## config.mk

```make
export PLATFORM = sky130hd
export DESIGN_NAME = mem_arbiter
export DESIGN_NICKNAME = d
export VERILOG_FILES = /design/src/rtl/mem_arbiter.sv
export SDC_FILE = /design/constraint.sdc
export NUM_CORES = 1
export LEC_CHECK = 0
export CAP_MARGIN = 20
export CORE_UTILIZATION = 44
export DETAILED_ROUTE_END_ITERATION = 10
export GPL_TIMING_DRIVEN = 0
export PLACE_DENSITY_LB_ADDON = 0.05
export SETUP_SLACK_MARGIN = 0.3
export SKIP_CTS_REPAIR_TIMING = 1
export SYNTH_ARGS = -nofsm -noshare
export SYNTH_HDL_FRONTEND = slang
export SYNTH_SLANG_ARGS = --single-unit
```

## constraint.sdc

```tcl
create_clock -name clk -period 12.9 [get_ports clk]
set_input_delay 3.87 -clock clk [delete_from_list [all_inputs] [get_ports clk]]
set_output_delay 3.87 -clock clk [all_outputs]
set_load 0.01 [all_outputs]
```

## src/rtl/mem_arbiter.sv

```systemverilog
// Two-port arbiter sharing one memory port between the processor (port 0) and a loader/DMA (port 1).
// The winning request is latched, the memory is strobed for MEM_LAT cycles, then the owner gets a one-cycle ack.
module mem_arbiter #(
    parameter int ADDR_W  = 32,
    parameter int DATA_W  = 32,
    parameter int MEM_LAT = 2,
    parameter int PRIO_RR = 1
) (
    input  logic              clk,
    input  logic              rst,
    input  logic              p0_req,
    input  logic              p0_we,
    input  logic [ADDR_W-1:0] p0_addr,
    input  logic [DATA_W-1:0] p0_wdata,
    output logic [DATA_W-1:0] p0_rdata,
    output logic              p0_ack,
    input  logic              p1_req,
    input  logic              p1_we,
    input  logic [ADDR_W-1:0] p1_addr,
    input  logic [DATA_W-1:0] p1_wdata,
    output logic [DATA_W-1:0] p1_rdata,
    output logic              p1_ack,
    output logic              mem_read,
    output logic              mem_write,
    output logic [ADDR_W-1:0] mem_addr,
    output logic [DATA_W-1:0] mem_wdata,
    input  logic [DATA_W-1:0] mem_rdata,
    output logic              busy,
    output logic              owner
);

    localparam int CNT_W = (MEM_LAT > 1) ? $clog2(MEM_LAT) : 1;

    typedef enum logic [1:0] {
        StIdle,
        StAccess,
        StResp
    } state_t;

    state_t            r_state;
    state_t            w_state_next;
    logic [CNT_W-1:0]  r_cnt;
    logic              r_we;
    logic              r_owner;
    logic              r_last_grant;
    logic [ADDR_W-1:0] r_addr;
    logic [DATA_W-1:0] r_wdata;
    logic [DATA_W-1:0] r_rdata0;
    logic [DATA_W-1:0] r_rdata1;
    logic              w_any_req;
    logic              w_winner;

    // Ties alternate away from the last granted port in round-robin mode.
    always_comb begin
        w_any_req = p0_req | p1_req;
        w_winner  = 1'b0;
        if (p0_req && p1_req) begin
            w_winner = (PRIO_RR != 0) ? ~r_last_grant : 1'b0;
        end else if (p1_req) begin
            w_winner = 1'b1;
        end
    end

    always_comb begin
        w_state_next = r_state;
        unique case (r_state)
            StIdle:   if (w_any_req) w_state_next = StAccess;
            StAccess: if (r_cnt == '0) w_state_next = StResp;
            StResp:   w_state_next = StIdle;
            default:  w_state_next = StIdle;
        endcase
    end

    always_ff @(posedge clk or posedge rst) begin
        if (rst) begin
            r_state <= StIdle;
        end else begin
            r_state <= w_state_next;
        end
    end

    always_ff @(posedge clk or posedge rst) begin
        if (rst) begin
            r_cnt        <= '0;
            r_we         <= 1'b0;
            r_owner      <= 1'b0;
            r_last_grant <= 1'b1;
            r_addr       <= '0;
            r_wdata      <= '0;
            r_rdata0     <= '0;
            r_rdata1     <= '0;
        end else begin
            case (r_state)
                StIdle: begin
                    if (w_any_req) begin
                        r_owner <= w_winner;
                        r_we    <= w_winner ? p1_we : p0_we;
                        r_addr  <= w_winner ? p1_addr : p0_addr;
                        r_wdata <= w_winner ? p1_wdata : p0_wdata;
                        r_cnt   <= CNT_W'(MEM_LAT - 1);
                    end
                end
                StAccess: begin
                    r_cnt <= r_cnt - CNT_W'(1);
                    if (r_cnt == '0 && !r_we) begin
                        if (r_owner) begin
                            r_rdata1 <= mem_rdata;
                        end else begin
                            r_rdata0 <= mem_rdata;
                        end
                    end
                end
                StResp: begin
                    r_last_grant <= r_owner;
                end
                default: begin
                end
            endcase
        end
    end

    // Strobes and acks decode the state directly so an async reset drops them at once.
    assign mem_read  = (r_state == StAccess) & ~r_we;
    assign mem_write = (r_state == StAccess) & r_we;
    assign mem_addr  = r_addr;
    assign mem_wdata = r_wdata;
    assign p0_ack    = (r_state == StResp) & ~r_owner;
    assign p1_ack    = (r_state == StResp) & r_owner;
    assign p0_rdata  = r_rdata0;
    assign p1_rdata  = r_rdata1;
    assign busy      = (r_state != StIdle);
    assign owner     = r_owner;

endmodule

```

==> reports/summary.txt, run 1 <==
========================================================================================
Post-DP HPWL ..............................................................      12.2 mm
Routed wl met3 ............................................................      1.17 mm
Post-layout total power ...................................................      2390 uW
Final setup vio count .....................................................            0
Starting Density ..........................................................        45.7%
Number of search-and-repair iterations in the first detailed-routing pass .            4
Total of warnings raised by yosys .........................................            0
Initial DRC Count .........................................................          108
Kind of critical path ..................................................... flip-flop to output pin
Count of pins on the block boundary .......................................          300
Number of library cell types mapped by synthesis ..........................           24
Site Rows .................................................................           42
Period Utilization, post-route ............................................        43.5%
Drc violations ............................................................            0
Synthesized instance count ................................................          372
Power density of the placed cells .........................................  240 nW/um^2
Total Nets Final ..........................................................          857
Post-DR vias/cell .........................................................         4.86
Share of final-layout standard cells stronger than drive strength 1 .......        35.2%
Final hold violation count ................................................            0
Maximum achievable frequency ..............................................    0.178 GHz
Largest cells by area after synthesis ..................................... sky130_fd_sc_hd__dfrtp_1 54%, sky130_fd_sc_hd__mux2_2 21%, sky130_fd_sc_hd__mux2_4 19%
RSZ-0062 raised after global routing ......................................           no
Most area-hungry cell type in the Yosys netlist ........................... sky130_fd_sc_hd__dfrtp_1
Share of synthesized area occupied by flip-flops and latches ..............        54.6%
Number of nets produced by synthesis ......................................          538
Power share of the clock group ............................................        20.4%
Crit path DAT .............................................................      1.74 ns
Peak VDD IR ...............................................................     0.111 mV
All-Layer GR Usage ........................................................        23.0%
WL final ..................................................................      15.8 mm
Initial antenna violation count ...........................................            0
Final hold slack ..........................................................     0.484 ns
Combinational power share .................................................        47.9%
Sw frac ...................................................................        29.5%
Count of flip-flops with a built-in enable after synthesis ................            0
Worst Setup Start Kind ....................................................    flip-flop
Area fraction of the dominant cell type after synthesis ...................        54.2%
Leakage power of the design ...............................................   0.00431 uW
Synth-to-layout area growth ...............................................        62.6%
Fin. max-slew vios ........................................................            0
Sink Count ................................................................          134
# diodes ..................................................................            0
Quantity of I/O buffers inserted on ports .................................          299
Pin count of the biggest net entering global routing ......................           75
Core area .................................................................   13500 um^2
Wirelength per Cell .......................................................      18.0 um
Cts bufs inserted .........................................................           17
Placed Cells incl. Taps ...................................................          848
Post-route ant nets .......................................................            0
Wire length of the first global-routing pass ..............................      25.0 mm
Die boundary height .......................................................       120 um
Die width .................................................................       120 um
Max Fanout on Critical Path ...............................................            4
Top routing layer used ....................................................         met4
Number of levels in the clock H-tree ......................................            4
MaxCap Viol Count .........................................................            0
Clock Pin Slew Worst Setup and Hold Paths .................................      0.05 ns
Seq cells post-synth ......................................................          134
Top_reg_cell synth ........................................................ sky130_fd_sc_hd__dfrtp_1
Clk_skew ..................................................................   0.00817 ns
Type of the worst min-delay path .......................................... flip-flop to flip-flop
Post-synthesis instance area ..............................................    6140 um^2
Fin util ..................................................................        74.2%
Wire length the detailed router placed on met1 ............................      5.85 mm
WL met2 ...................................................................      8.50 mm
Global route overflow .....................................................            0
Async S/R FF share, synth .................................................         100%
Element type at the critical path end .....................................   output pin
Total via count after detailed routing ....................................         4281
Post-layout minimum cycle time ............................................      5.61 ns
Sequential group share of total power .....................................        31.8%
Post-Layout Cell Count ....................................................          880
Average instance area after synthesis .....................................    16.5 um^2
Final RePlAce weighted congestion .........................................        0.790
CTS tree ..................................................................         done
CTS Buffer Depth ..........................................................            2
Outcome ................................................................... complete, no violations
Required time of the critical path ........................................      9.03 ns
Switching component of the power ..........................................       705 uW
Number of global-route vias before repair .................................         4802
Internal ..................................................................      1690 uW
Die ar. ...................................................................   14400 um^2
Total negative slack for setup checks .....................................         0 ns
Clk Latency, worst-skew pair ..............................................      0.41 ns
Slew at the pin closest to its max-slew limit .............................     0.548 ns
Slew headroom .............................................................        63.5%
Root Buffer ............................................................... sky130_fd_sc_hd__clkbuf_16
========================================================================================
==> placed cells by master (no fill, tap or decap), types with 4 or more instances in the layout <==
master	n
sky130_fd_sc_hd__mux2_2	115
sky130_fd_sc_hd__buf_4	4
sky130_fd_sc_hd__mux2_4	78
sky130_fd_sc_hd__clkbuf_16	17
sky130_fd_sc_hd__nor2_1	7
sky130_fd_sc_hd__clkdlybuf4s50_1	299
sky130_fd_sc_hd__dfrtp_1	133
sky130_fd_sc_hd__buf_6	6
sky130_fd_sc_hd__clkinvlp_4	4
sky130_fd_sc_hd__buf_2	7
==> stage by stage <==
stage,area (um^2),setup WS (ns)
6_report,9990,7.29
5_1_grt,9990,7.18
4_1_cts,9990,7.24
3_5_place_dp,9390,7.27
3_3_place_gp,9360,3.65
2_1_floorplan,6140,5.45
==> per-layer routing <==
| metal | GRT usage, % | vias up |
|---|---|---|
| met1 | 24.5 | 2109 |
| met2 | 41.7 | 183 |
| li1 | - | 1967 |
| met3 | 7.08 | 22 |
| met5 | 0 | - |
| met4 | 9.69 | 0 |
==> power by group through the flow <==
stage | combinational, uW | clock, uW | sequential (uW)
2_1_floorplan | 474 | 0 | 849
3_3_place_gp | 1140 | 0 | 750
3_5_place_dp | 1160 | 0 | 763
4_1_cts | 1160 | 498 | 762
5_1_grt | 1210 | 513 | 789
6_report | 1150 | 487 | 760
==> critical path, stage by stage (launching register included) <==
cell and delay, ns:
sky130_fd_sc_hd__dfrtp_1 0.40, sky130_fd_sc_hd__nor2b_1 0.23, sky130_fd_sc_hd__and2_1 0.16, sky130_fd_sc_hd__clkdlybuf4s50_1 0.55
==> cell type report <==
class | instances | area (um^2)
Fill cell | 881 | 3460
Sequential cell | 134 | 3350
Timing Repair Buffer | 300 | 3020
Multi-Input combinational cell | 214 | 2590
Clock buffer | 20 | 447
Tap cell | 176 | 220
Buffer | 21 | 183
Clock inverter | 12 | 153
Inverter | 3 | 16.3
==> flip-flops by register name (all words and copies together), names as in the netlist <==
name          count
mem_addr         32
mem_wdata        32
p0_rdata         32
p1_rdata         32
r_state           2
owner             1
r_cnt             1
r_last_grant      1
r_we              1
==> cell families after synthesis <==
group,synth area share (%)
compound gates,0.632
simple gates,1.12
flops,54.6
mux,40.5
buf+inv,3.16
==> path summary, 6_finish.rpt <==
| path | from | end | slack, ns | cells after the start |
|---|---|---|---|---|
| min in group asynchronous | rst | p1_rdata[27] | 3.92 | 2 |
| min reg2reg | r_cnt | r_state[1] | 0.48 | 1 |
| max in group asynchronous | rst | r_last_grant | 8.21 | 3 |
| max reg2reg | r_last_grant | mem_wdata[3] | 11.12 | 5 |
| min | r_cnt | r_state[1] | 0.48 | 1 |
| max | r_state[1] | mem_write | 7.29 | 3 |
==> synthesized netlist by cell type (2+ instances only) <==
cell type,count
sky130_fd_sc_hd__buf_4,4
sky130_fd_sc_hd__buf_8,3
sky130_fd_sc_hd__buf_6,6
sky130_fd_sc_hd__buf_2,7
sky130_fd_sc_hd__nand2b_1,2
sky130_fd_sc_hd__dfrtp_1,133
sky130_fd_sc_hd__mux2_4,78
sky130_fd_sc_hd__inv_1,3
sky130_fd_sc_hd__nor2_1,7
sky130_fd_sc_hd__mux2_2,115
Note: power is estimated with default switching activity, not from simulation.
==> run 2: changes to the inputs <==
CORE_UTILIZATION = 37   (was 44)
clock period = 5.03 ns   (was 12.9 ns; I/O delays follow)
==> run 2 against run 1 <==
- wire length up 0.24%
- critical path type unchanged
- worst setup slack worse by 5.5 ns
- cell area up 0.50%
==> reports/summary.txt, run 2 (same netlist as run 1, synthesis figures left out) <==
========================================================================================
Outcome ................................................................... complete, no violations
Number of search-and-repair iterations in the first detailed-routing pass .            3   -1
Cell at the slowest stage of the critical path ............................ sky130_fd_sc_hd__clkdlybuf4s50_1
Type of the worst min-delay path .......................................... flip-flop to flip-flop
Power density of the placed cells .........................................  603 nW/um^2   +150%
Initial antenna violation count ...........................................            0   unchanged
Crit path from ............................................................   r_state[1]
Number of global-route vias before repair .................................         4650   -3.2%
Cells on worst reg2reg path ...............................................            5   unchanged
Crit path DAT .............................................................      1.75 ns   about the same
R2R Setup Slk .............................................................      3.26 ns   -7.86 ns
Synth-to-layout area growth ...............................................        63.4%
Fin. max-slew vios ........................................................            0   unchanged
Slew at the pin closest to its max-slew limit .............................     0.790 ns   +0.242 ns
Commonest cells after routing, fill and taps aside ........................ 299 x sky130_fd_sc_hd__clkdlybuf4s50_1, 133 x sky130_fd_sc_hd__dfrtp_1, 115 x sky130_fd_sc_hd__mux2_2, 78 x sky130_fd_sc_hd__mux2_4, 17 x sky130_fd_sc_hd__clkbuf_16
Global route overflow .....................................................            0   unchanged
Element type at the critical path end .....................................   output pin
Total Nets Final ..........................................................          859   +0.23%
Routed wl met3 ............................................................      1.54 mm   +32%
RSZ-0062 raised after global routing ......................................           no
Period Utilization, post-route ............................................        64.8%
Post-route ant nets .......................................................            0   unchanged
Kind of critical path ..................................................... flip-flop to output pin
Most common cell after layout, fill and taps aside ........................ sky130_fd_sc_hd__clkdlybuf4s50_1
Share of final-layout standard cells stronger than drive strength 1 .......        35.6%   +0.33 points
Die ar. ...................................................................   17100 um^2   +19%
Final worst slack .........................................................      1.77 ns   -5.52 ns
Root Buffer ............................................................... sky130_fd_sc_hd__clkbuf_16
# diodes ..................................................................            0   unchanged
Total via count after detailed routing ....................................         4303   +0.51%
Crit-path cells ........................................................... nor2b_1 > and2_1 > clkdlybuf4s50_1
Quantity of I/O buffers inserted on ports .................................          299   unchanged
Clock Pin Slew Worst Setup and Hold Paths .................................      0.06 ns   about the same
Initial DRC Count .........................................................          133   +23%
Total negative slack for setup checks .....................................         0 ns   unchanged
MaxCap Viol Count .........................................................            0   unchanged
Die boundary height .......................................................       131 um   +8.9%
Maximum achievable frequency ..............................................    0.307 GHz
Capture instance of the worst register-to-register path ...................  mem_addr[2]
Post-layout minimum cycle time ............................................      3.26 ns
Slew headroom .............................................................        47.2%   -16 points
Die width .................................................................       131 um   +8.9%
Max Fanout on Critical Path ...............................................            4   unchanged
Clk Latency, worst-skew pair ..............................................      0.41 ns   about the same
Last element of the critical path .........................................    mem_write
Final RePlAce weighted congestion .........................................        0.731   -7.5%
Wirelength per Cell .......................................................      17.2 um   -4.3%
Critical R2R Launch .......................................................   r_state[0]
Core area .................................................................   16100 um^2   +19%
WL final ..................................................................      15.9 mm   +0.24%
Starting Density ..........................................................        38.3%   -7.4 points
Leakage power of the design ...............................................   0.00430 uW   -0.21%
Setup slack after placement ...............................................      1.78 ns   -5.50 ns
Wire length the detailed router placed on met1 ............................      5.58 mm   -4.6%
Final hold violation count ................................................            0   unchanged
Wire length of the first global-routing pass ..............................      24.1 mm   -3.5%
Post-DP HPWL ..............................................................      12.3 mm   +1.1%
Sink Count ................................................................          134   unchanged
Drc violations ............................................................            0   unchanged
Peak VDD IR ...............................................................     0.273 mV   +150%
Final setup vio count .....................................................            0   unchanged
Top routing layer used ....................................................         met4
CTS Buffer Depth ..........................................................            2   unchanged
All-Layer GR Usage ........................................................        18.9%   -4.1 points
WL met2 ...................................................................      8.29 mm   -2.5%
CTS tree ..................................................................         done
Cts bufs inserted .........................................................           17   unchanged
Site Rows .................................................................           46   +9.5%
Worst Setup Start Kind ....................................................    flip-flop
Required time of the critical path ........................................      3.52 ns   -5.51 ns
Clk_skew ..................................................................   0.00748 ns   -0.000691 ns
Count of pins on the block boundary .......................................          300   unchanged
Stage delay of the slowest cell on the critical path ......................      0.56 ns   about the same
Number of levels in the clock H-tree ......................................            4   unchanged
Filler Cells Inserted .....................................................         1226   +39%
Pin count of the biggest net entering global routing ......................           43   -43%
Post-DR vias/cell .........................................................         4.67   -4.1%
========================================================================================
-- run 2: changes by cell type in the layout (fill, tap and decap cells not counted), sizes merged --
cell      before  now
buf           21   23
bufinv         3    1
clkinv         4    5
clkbuf        21   20
clkinvlp       4    6
-- run 2: final cells by class --
class / count / area, um^2 / area share, %
buffer: 21 / 183 / 1.82
clock inverter: 13 / 125 / 1.25
timing repair buffer: 302 / 3050 / 30.4
inverter: 3 / 15.0 / 0.150
sequential: 134 / 3350 / 33.4
tap: 216 / 270 / 2.69
multi-input combinational: 214 / 2590 / 25.9
clock buffer: 19 / 443 / 4.41
-- run 2: per-layer routing --
layer | up-vias | track usage (%)
met3 | 35 | 8.14
met4 | 0 | 8.72
met1 | 2101 | 18.9
li1 | 1980 | -
met2 | 187 | 33.7
met5 | - | 0
-- run 2: per-stage QoR --
step | instance area [um^2] | instances | hold WS [ns] | util [%] | total power (uW)
global route | 10000 | 922 | 0.515 | 62.5 | 6410
finish | 10000 | 922 | 0.488 | 62.5 | 6050
floorplan | 6150 | 372 | 0.444 | - | 3390
CTS | 10000 | 922 | 0.482 | 62.5 | 6150
detailed placement | 9470 | 890 | 0.474 | 59.0 | 4940
global placement | 9410 | 887 | 0.467 | 58.6 | 4860
-- run 2: worst min path at each step --
stage              endpoint    startpoint  depth (start not counted)  slack (ns)
3_5_place_dp     r_state[1]         r_cnt                          1        0.47
6_report         r_state[1]         r_cnt                          1        0.49
2_1_floorplan    r_state[1]         r_cnt                          1        0.44
4_1_cts          r_state[1]         r_cnt                          1        0.48
5_1_grt        p1_rdata[31]  p1_rdata[31]                          1        0.51
3_3_place_gp   p0_rdata[24]  p0_rdata[24]                          1        0.47
-- run 2: worst max-delay path: cells and delay by family (launching register included) --
| kind | cells | cell delay [ns] |
|---|---|---|
| buf+inv | 1 | 0.56 |
| simple gates | 2 | 0.38 |
| flops | 1 | 0.40 |
-- run 2: power by group --
part | internal, uW | switching, uW
clock | 697 | 473
combinational | 1900 | 1040
sequential | 1640 | 301
total | 4240 | 1820
==> run 3: changes to the inputs <==
clock period = 2.95 ns   (was 5.03 ns; I/O delays follow)
==> run 3 against run 2 <==
- global-route usage is the same
- clock skew is essentially flat
- critical path type unchanged
- largest cell class unchanged
- critical path depth is the same
- clock power grew 70%
- cell count is the same
==> reports/summary.txt, run 3 (same netlist as run 1, synthesis figures left out) <==
========================================================================================
Slew headroom .............................................................        47.1%   -0.10 points
Crit-path cells ........................................................... nor2b_2 > and2_1 > clkdlybuf4s50_1
Stage delay of the slowest cell on the critical path ......................      0.56 ns   about the same
Wire length of the first global-routing pass ..............................      24.1 mm   unchanged
Die width .................................................................       131 um   unchanged
MaxCap Viol Count .........................................................            0   unchanged
Number of global-route vias before repair .................................         4650   unchanged
Wirelength per Cell .......................................................      17.2 um   unchanged
Final worst slack .........................................................     0.369 ns   -1.40 ns
Required time of the critical path ........................................      2.07 ns   -1.45 ns
Kind of cell adding the most delay to the critical path ................... buffers and inverters
Synth-to-layout area growth ...............................................        63.5%   about the same
Clock Pin Slew Worst Setup and Hold Paths .................................      0.06 ns   about the same
Die ar. ...................................................................   17100 um^2   unchanged
Critical R2R Launch .......................................................   r_state[0]
Element type at the critical path end .....................................   output pin
CTS Buffer Depth ..........................................................            2   unchanged
Share of final-layout standard cells stronger than drive strength 1 .......        35.7%   +0.14 points
Number of levels in the clock H-tree ......................................            4   unchanged
Starting Density ..........................................................        38.3%   unchanged
Outcome ................................................................... complete, no violations
Total via count after detailed routing ....................................         4314   +0.26%
Post-DR vias/cell .........................................................         4.68   +0.26%
Leakage power of the design ...............................................   0.00434 uW   +0.79%
Hold Path Cell Cnt ........................................................            1   unchanged
Quantity of I/O buffers inserted on ports .................................          299   unchanged
WL final ..................................................................      15.9 mm   unchanged
Clk Latency, worst-skew pair ..............................................      0.41 ns   about the same
Total Nets Final ..........................................................          859   unchanged
Site Rows .................................................................           46   unchanged
Kind of critical path ..................................................... flip-flop to output pin
Core area .................................................................   16100 um^2   unchanged
Most common cell after layout, fill and taps aside ........................ sky130_fd_sc_hd__clkdlybuf4s50_1
CTS tree ..................................................................         done
Worst Setup Start Kind ....................................................    flip-flop
Power density of the placed cells ......................................... 1030 nW/um^2   +70%
Cell at the slowest stage of the critical path ............................ sky130_fd_sc_hd__clkdlybuf4s50_1
Critical hold path startpoint .............................................        r_cnt
Fin. max-slew vios ........................................................            0   unchanged
Max Fanout on Critical Path ...............................................            4   unchanged
Post-route cell area ......................................................   10000 um^2   about the same
Die boundary height .......................................................       131 um   unchanged
Final hold violation count ................................................            0   unchanged
Final setup vio count .....................................................            0   unchanged
Final RePlAce weighted congestion .........................................        0.731   unchanged
Initial DRC Count .........................................................          135   +1.5%
Global route overflow .....................................................            0   unchanged
Post-route ant nets .......................................................            0   unchanged
Pin count of the biggest net entering global routing ......................           43   unchanged
Peak VDD IR ...............................................................     0.464 mV   +70%
Initial antenna violation count ...........................................            0   unchanged
Capture instance of the worst register-to-register path ...................  mem_addr[7]
Number of search-and-repair iterations in the first detailed-routing pass .            4   +1
# diodes ..................................................................            0   unchanged
Post-DP HPWL ..............................................................      12.3 mm   unchanged
Sink Count ................................................................          134   unchanged
Area after detailed placement .............................................    9470 um^2   unchanged
Final hold slack ..........................................................     0.482 ns   -0.00638 ns
Slew at the pin closest to its max-slew limit .............................     0.792 ns   +0.00150 ns
Root Buffer ............................................................... sky130_fd_sc_hd__clkbuf_16
All-Layer GR Usage ........................................................        18.9%   unchanged
Count of pins on the block boundary .......................................          300   unchanged
Cells on worst reg2reg path ...............................................            5   unchanged
Commonest cells after routing, fill and taps aside ........................ 297 x sky130_fd_sc_hd__clkdlybuf4s50_1, 133 x sky130_fd_sc_hd__dfrtp_1, 115 x sky130_fd_sc_hd__mux2_2, 78 x sky130_fd_sc_hd__mux2_4, 17 x sky130_fd_sc_hd__clkbuf_16
Hold Crit Endpoint ........................................................   r_state[1]
Total buffers and inverters traversed by the critical path ................            1   unchanged
Setup slack after placement ...............................................     0.320 ns   -1.46 ns
Type of the worst min-delay path .......................................... flip-flop to flip-flop
Clk_skew ..................................................................   0.00770 ns   +0.000225 ns
R2R Setup Slk .............................................................      1.17 ns   -2.09 ns
Post-layout minimum cycle time ............................................      2.58 ns
Cts bufs inserted .........................................................           17   unchanged
RSZ-0062 raised after global routing ......................................           no
Crit path DAT .............................................................      1.70 ns   -0.05 ns
Period Utilization, post-route ............................................        87.5%
Drc violations ............................................................            0   unchanged
Maximum achievable frequency ..............................................    0.387 GHz
========================================================================================
==> run 3: cell types whose count changed in the layout (fill, tap and decap cells not counted), sizes merged <==
cell / previous run / this run
clkdlybuf4s50: 299 / 297
dlymetal6s2s: 0 / 2
==> run 3: stage by stage <==
step	total power, uW	TNS [ns]	cells	utilization, %
5_1_grt	10900	0	922	62.6
3_5_place_dp	8420	0	890	59.0
6_report	10300	0	922	62.6
4_1_cts	10500	0	922	62.5
3_3_place_gp	8290	-107.75	887	58.6
2_1_floorplan	5790	0	372	-
==> run 3: worst reg2reg max path: stages, from the launching register on <==
cell and delay (ns):
sky130_fd_sc_hd__dfrtp_1 0.40, sky130_fd_sc_hd__or2_1 0.29, sky130_fd_sc_hd__nor2_1 0.19, sky130_fd_sc_hd__buf_4 0.26, sky130_fd_sc_hd__buf_6 0.21, sky130_fd_sc_hd__mux2_4 0.32
==> run 3: how the worst max path moves through the flow <==
stage	startpoint	end	slack (ns)	cells past startpoint
6_report	r_state[1]	mem_write	0.37	3
4_1_cts	r_state[1]	mem_write	0.29	3
3_5_place_dp	p1_req	mem_wdata[8]	0.32	6
5_1_grt	r_state[0]	mem_write	0.31	3
3_3_place_gp	rst	p1_rdata[21]	-0.82	2
2_1_floorplan	rst	mem_addr[0]	0.40	1
==> run 3: area by class of cell <==
class	instances	area, um^2
fill	1225	6010
clock buffer	19	443
buffer	21	183
timing repair buffer	302	3060
tap	216	270
clock inverter	13	125
sequential	134	3350
inverter	3	15.0
multi-input combinational	214	2600
==> run 3: report_power, final <==
part | internal, uW | switching, uW
Sequential | 2800 | 514
Combinational | 3240 | 1780
Clock | 1190 | 805
==> run 3: layer usage <==
layer	vias up	track usage, %	part of all wire (%)
li1	1979	-	-
met1	2115	18.9	35
met2	186	33.7	52
met3	34	8.14	9.4
met4	0	8.72	2.9
met5	-	0	0
==> patch 1, RTL diff (flow settings as in run 2) <==
Change the parameter `ADDR_W` from 32 to 64.
--- a/src/rtl/mem_arbiter.sv
+++ b/src/rtl/mem_arbiter.sv
@@ -1,7 +1,7 @@
 // Two-port arbiter sharing one memory port between the processor (port 0) and a loader/DMA (port 1).
 // The winning request is latched, the memory is strobed for MEM_LAT cycles, then the owner gets a one-cycle ack.
 module mem_arbiter #(
-    parameter int ADDR_W  = 32,
+    parameter int ADDR_W  = 64,
     parameter int DATA_W  = 32,
     parameter int MEM_LAT = 2,
     parameter int PRIO_RR = 1
Interface: changed (resized mem_addr, p0_addr and p1_addr); port bits go from 300 to 396. No check against the original RTL was run, so the function may have changed too.
==> patch 1 against run 2 <==
Area after synthesis increased by 21%; sequential cell count is 32 higher; cell area rose by 24%; global-route usage rose by 3.8 points; synthesized cell count is 27% higher; worst setup slack got worse by 0.064 ns; clock skew rose by 0.0049 ns; total power is 21% higher; wire length is 46% higher.
==> patch 1: results (changes against run 2) <==
Status
Result of the run: finished, final reports clean (unchanged).

Power and ir drop
The leakage power figure was 5.18 nW (was 4.30 nW). The net switching power is 2.27 mW (was 1.82 mW). The peak supply drop came to 0.000276 V (was 0.000273 V). The portion of total power attributed to the clock network was 0.182 (was 0.193).

Global route
The all-layer global routing usage is 0.227 (was 0.189). The initial antenna violation count came to 1 (was 0). The global-route wire length before repair is 34400 microns (was 24100 microns). The largest net degree at the start of global routing is 42 (was 43).

The met1 usage in global routing is 0.241 (was 0.189).

Detailed routing
The final routed wirelength across all metal layers came to 23100 microns (was 15900 microns). The highest layer used for signal routing is met5 (was met4). The first-pass iteration count of the detailed router is 4 (was 3).

Critical path
The endpoint of the worst setup timing path was mem_addr[45] (was mem_write). The data arrival time of the worst path came to 3.63 ns (was 1.75 ns). The launch point of the worst path is p0_req (was r_state[1]). The worst-path maximum fanout is 10 (was 4). The reg-to-reg startpoint is r_last_grant (was r_state[0]).

Clock tree
The later-pin clock latency in the skew report was 0.43 ns (was 0.41 ns).

Placement
The area of placed instances is 0.0118 sq mm (was 0.00947 sq mm).

Yosys
The mean area per synthesized cell was 15.7 sq um (was 16.5 sq um). The number of library cell types mapped by synthesis is 22 (was 24). Cells taking the most area after synthesis: sky130_fd_sc_hd__dfrtp_1 (55%), sky130_fd_sc_hd__mux2_2 (34%), sky130_fd_sc_hd__mux2_4 (6.0%) (was sky130_fd_sc_hd__dfrtp_1 (54%), sky130_fd_sc_hd__mux2_2 (21%), sky130_fd_sc_hd__mux2_4 (19%)). The share of the synthesized area in compound gates (AO/OA/AOI/OAI) is 0.00487 (was 0.00631).

Cells and area
The fraction of layout cells with a size suffix above 1 came to 0.346 (was 0.356). The final cell count without fillers came to 1170 (was 922).
## patch 1: cell count changes after synthesis, sizes merged, moves of 2 or more
| cell | before | now |
|---|---|---|
| mux2 | 194 | 256 |
| dfrtp | 133 | 165 |
| clkbuf | 1 | 10 |
| buf | 20 | 18 |
| inv | 3 | 5 |
| o21ai | 0 | 2 |
## patch 1: layout make-up
| cell class | instances | area share |
|---|---|---|
| repair buffers | 399 | 0.324 |
| multi-input cells | 275 | 0.251 |
| plain buffers | 28 | 0.0133 |
| clock buffers | 18 | 0.0353 |
| well taps | 265 | 0.0267 |
| clock inverters | 14 | 0.0136 |
| flip-flops and latches | 166 | 0.334 |
| inverters | 5 | 0.00181 |
## patch 1: worst max-delay path, stage by stage
cell,delay [ns]
sky130_fd_sc_hd__clkdlybuf4s50_1,0.44
sky130_fd_sc_hd__o21ai_1,0.74
sky130_fd_sc_hd__clkbuf_1,0.53
sky130_fd_sc_hd__mux2_2,0.41
==> patch 2, RTL diff (config.mk and constraints of run 2) <==
Without the edit above. Re-encode `state_t` (3 states) as one-hot, 3 bits wide.
--- a/src/rtl/mem_arbiter.sv
+++ b/src/rtl/mem_arbiter.sv
@@ -31,10 +31,10 @@
 
     localparam int CNT_W = (MEM_LAT > 1) ? $clog2(MEM_LAT) : 1;
 
-    typedef enum logic [1:0] {
-        StIdle,
-        StAccess,
-        StResp
+    typedef enum logic [2:0] {
+        StIdle   = 3'b001,
+        StAccess = 3'b010,
+        StResp   = 3'b100
     } state_t;
 
     state_t            r_state;
Formal check against the unedited RTL: no difference found for any inputs over 4 cycles, from zero or initial values and one cycle with rst high; so few cycles prove little.
==> patch 2 against run 2 <==
Wire length rose by 13%; hold slack worse by 0.019 ns; largest power group unchanged; register-to-register slack worse by 0.08 ns; cell area fell by 4.5%; total power decreased by 4.3%; synthesized cell count grew 7.3%; worst setup slack lost 0.76 ns; largest cell class unchanged; cell count is 0.11% lower; highest routed layer unchanged; sequential cell count rose by 1; area after synthesis is 7.0% lower.
==> patch 2: results (changes against run 2) <==
Detailed routing
The total number of vias is 4869 (was 4303). The final routed wirelength across all metal layers was 17900 microns (was 15900 microns). The met3 layer wire length in the routed design came to 1540 microns (about the same). The sum of met2 wire segment lengths after detailed routing is 9000 microns (was 8290 microns). The number of DRC markers in iteration 0 is 156 (was 133).

The first-pass iteration count of the detailed router is 7 (was 3).

Global route
The largest net degree at the start of global routing is 39 (was 43). The number of global-route vias before repair came to 5321 (was 4650). The met1 usage in global routing came to 0.259 (was 0.189).

The global routing met3 resource utilization came to 0.0879 (was 0.0814). The global-route wire length before repair is 28200 microns (was 24100 microns). The met2 track utilization from global routing is 0.401 (was 0.337). The initial antenna violation count was 0 (unchanged). The all-layer global routing usage is 0.232 (was 0.189).

Yosys
Cells taking the most area after synthesis: sky130_fd_sc_hd__dfrtp_1 (58%), sky130_fd_sc_hd__mux2_1 (12%), sky130_fd_sc_hd__o32ai_1 (10%) (was sky130_fd_sc_hd__dfrtp_1 (54%), sky130_fd_sc_hd__mux2_2 (21%), sky130_fd_sc_hd__mux2_4 (19%)). The synthesized netlist net count was 565 (was 538). The register area share after synthesis is 0.592 (was 0.546). The mean area per synthesized cell is 14.3 sq um (was 16.5 sq um). Top cells by instance count after synthesis: sky130_fd_sc_hd__dfrtp_1 (133), sky130_fd_sc_hd__o32ai_1 (65), sky130_fd_sc_hd__mux2_1 (60), sky130_fd_sc_hd__a2bb2oi_1 (56), sky130_fd_sc_hd__clkbuf_1 (24) (was sky130_fd_sc_hd__dfrtp_1 (133), sky130_fd_sc_hd__mux2_2 (115), sky130_fd_sc_hd__mux2_4 (78), sky130_fd_sc_hd__buf_2 (7), sky130_fd_sc_hd__nor2_1 (7)). The number of library cell types mapped by synthesis is 26 (was 24).

Critical path
The cell with the largest stage delay on the worst path was sky130_fd_sc_hd__dfstp_2 (was sky130_fd_sc_hd__clkdlybuf4s50_1). The worst-path maximum fanout is 10 (was 4). The number of cell instances on the worst register-to-register path came to 4 (was 5). The setup slack on the worst flop-to-flop path is 3.18 ns (was 3.26 ns). The data arrival time of the worst path came to 2.51 ns (was 1.75 ns).

Cells and area
The fraction of layout cells with a size suffix above 1 is 0.101 (was 0.356). The count of filler cells inserted in the layout is 1164 (was 1226). The final cell count without fillers is 921 (was 922).

Placement
The minimum setup slack after placement is 1.43 ns (was 1.78 ns). The area of placed instances is 0.00901 sq mm (was 0.00947 sq mm). The sum of net half-perimeters after detailed placement came to 13800 microns (was 12300 microns). The placer's final routability congestion estimate was 0.756 (was 0.731).

Min path
The destination of the worst hold path is r_state[2] (was r_state[1]).

Status
Result of the run: finished, final reports clean (unchanged).

Timing
The transition at the pin with the smallest max-transition slack is 0.668 ns (was 0.790 ns). The worst setup skew after layout is 0.00951 ns (was 0.00748 ns).

Power and ir drop
The leakage power figure came to 3.77 nW (was 4.30 nW). The peak supply drop is 0.000312 V (was 0.000273 V).

Clock tree
The depth of the CTS H-tree is 4 (unchanged).
## patch 2: changes by cell type after synthesis, sizes merged, moves of 3 or more
cell,before,now
a2bb2oi,0,65
clkbuf,1,24
mux2,194,64
nand2,0,3
o32ai,0,65
## patch 2: cell type report
class                      count  area (sq um)  share of cell area
sequential                   135          3380               0.353
timing repair buffer         302          3050               0.318
multi-input combinational    218          2090               0.218
clock buffer                  18           429              0.0448
tap                          188           235              0.0245
buffer                        42           226              0.0236
clock inverter                14           149              0.0155
inverter                       4          18.8             0.00196
## patch 2: cell families after synthesis
logic type             synth area share
DFF                               0.592
AOI/OAI and AO/OA                 0.215
muxes                             0.128
buffers and inverters            0.0423
and+or+nand+nor                  0.0236
## patch 2: worst max-delay path by stage
| stage | to | slack [ns] | depth (start not counted) |
|---|---|---|---|
| 3_5_place_dp | busy | 1.43 | 5 |
| 5_1_grt | busy | 0.90 | 5 |
| 3_3_place_gp | mem_addr[2] | 0.67 | 2 |
| 2_1_floorplan | mem_addr[0] | 1.84 | 1 |
| 6_report | busy | 1.01 | 5 |
| 4_1_cts | busy | 0.98 | 5 |
## patch 2: power by group through the flow
| stage | Sequential (mW) | Combinational (mW) | Clock [mW] |
|---|---|---|---|
| final | 1.94 | 2.64 | 1.21 |
| after detailed placement | 1.96 | 2.66 | 0 |
| after global routing | 2.01 | 2.81 | 1.28 |
| after global placement | 1.93 | 2.61 | 0 |
| after floorplan | 2.17 | 0.939 | 0 |
| after CTS | 1.95 | 2.67 | 1.24 |
## patch 2: metrics by stage
step	power [mW]	hold WS, ns
5_1_grt	6.10	0.488
3_3_place_gp	4.54	0.455
6_report	5.79	0.469
2_1_floorplan	3.11	0.437
4_1_cts	5.86	0.472
3_5_place_dp	4.62	0.469
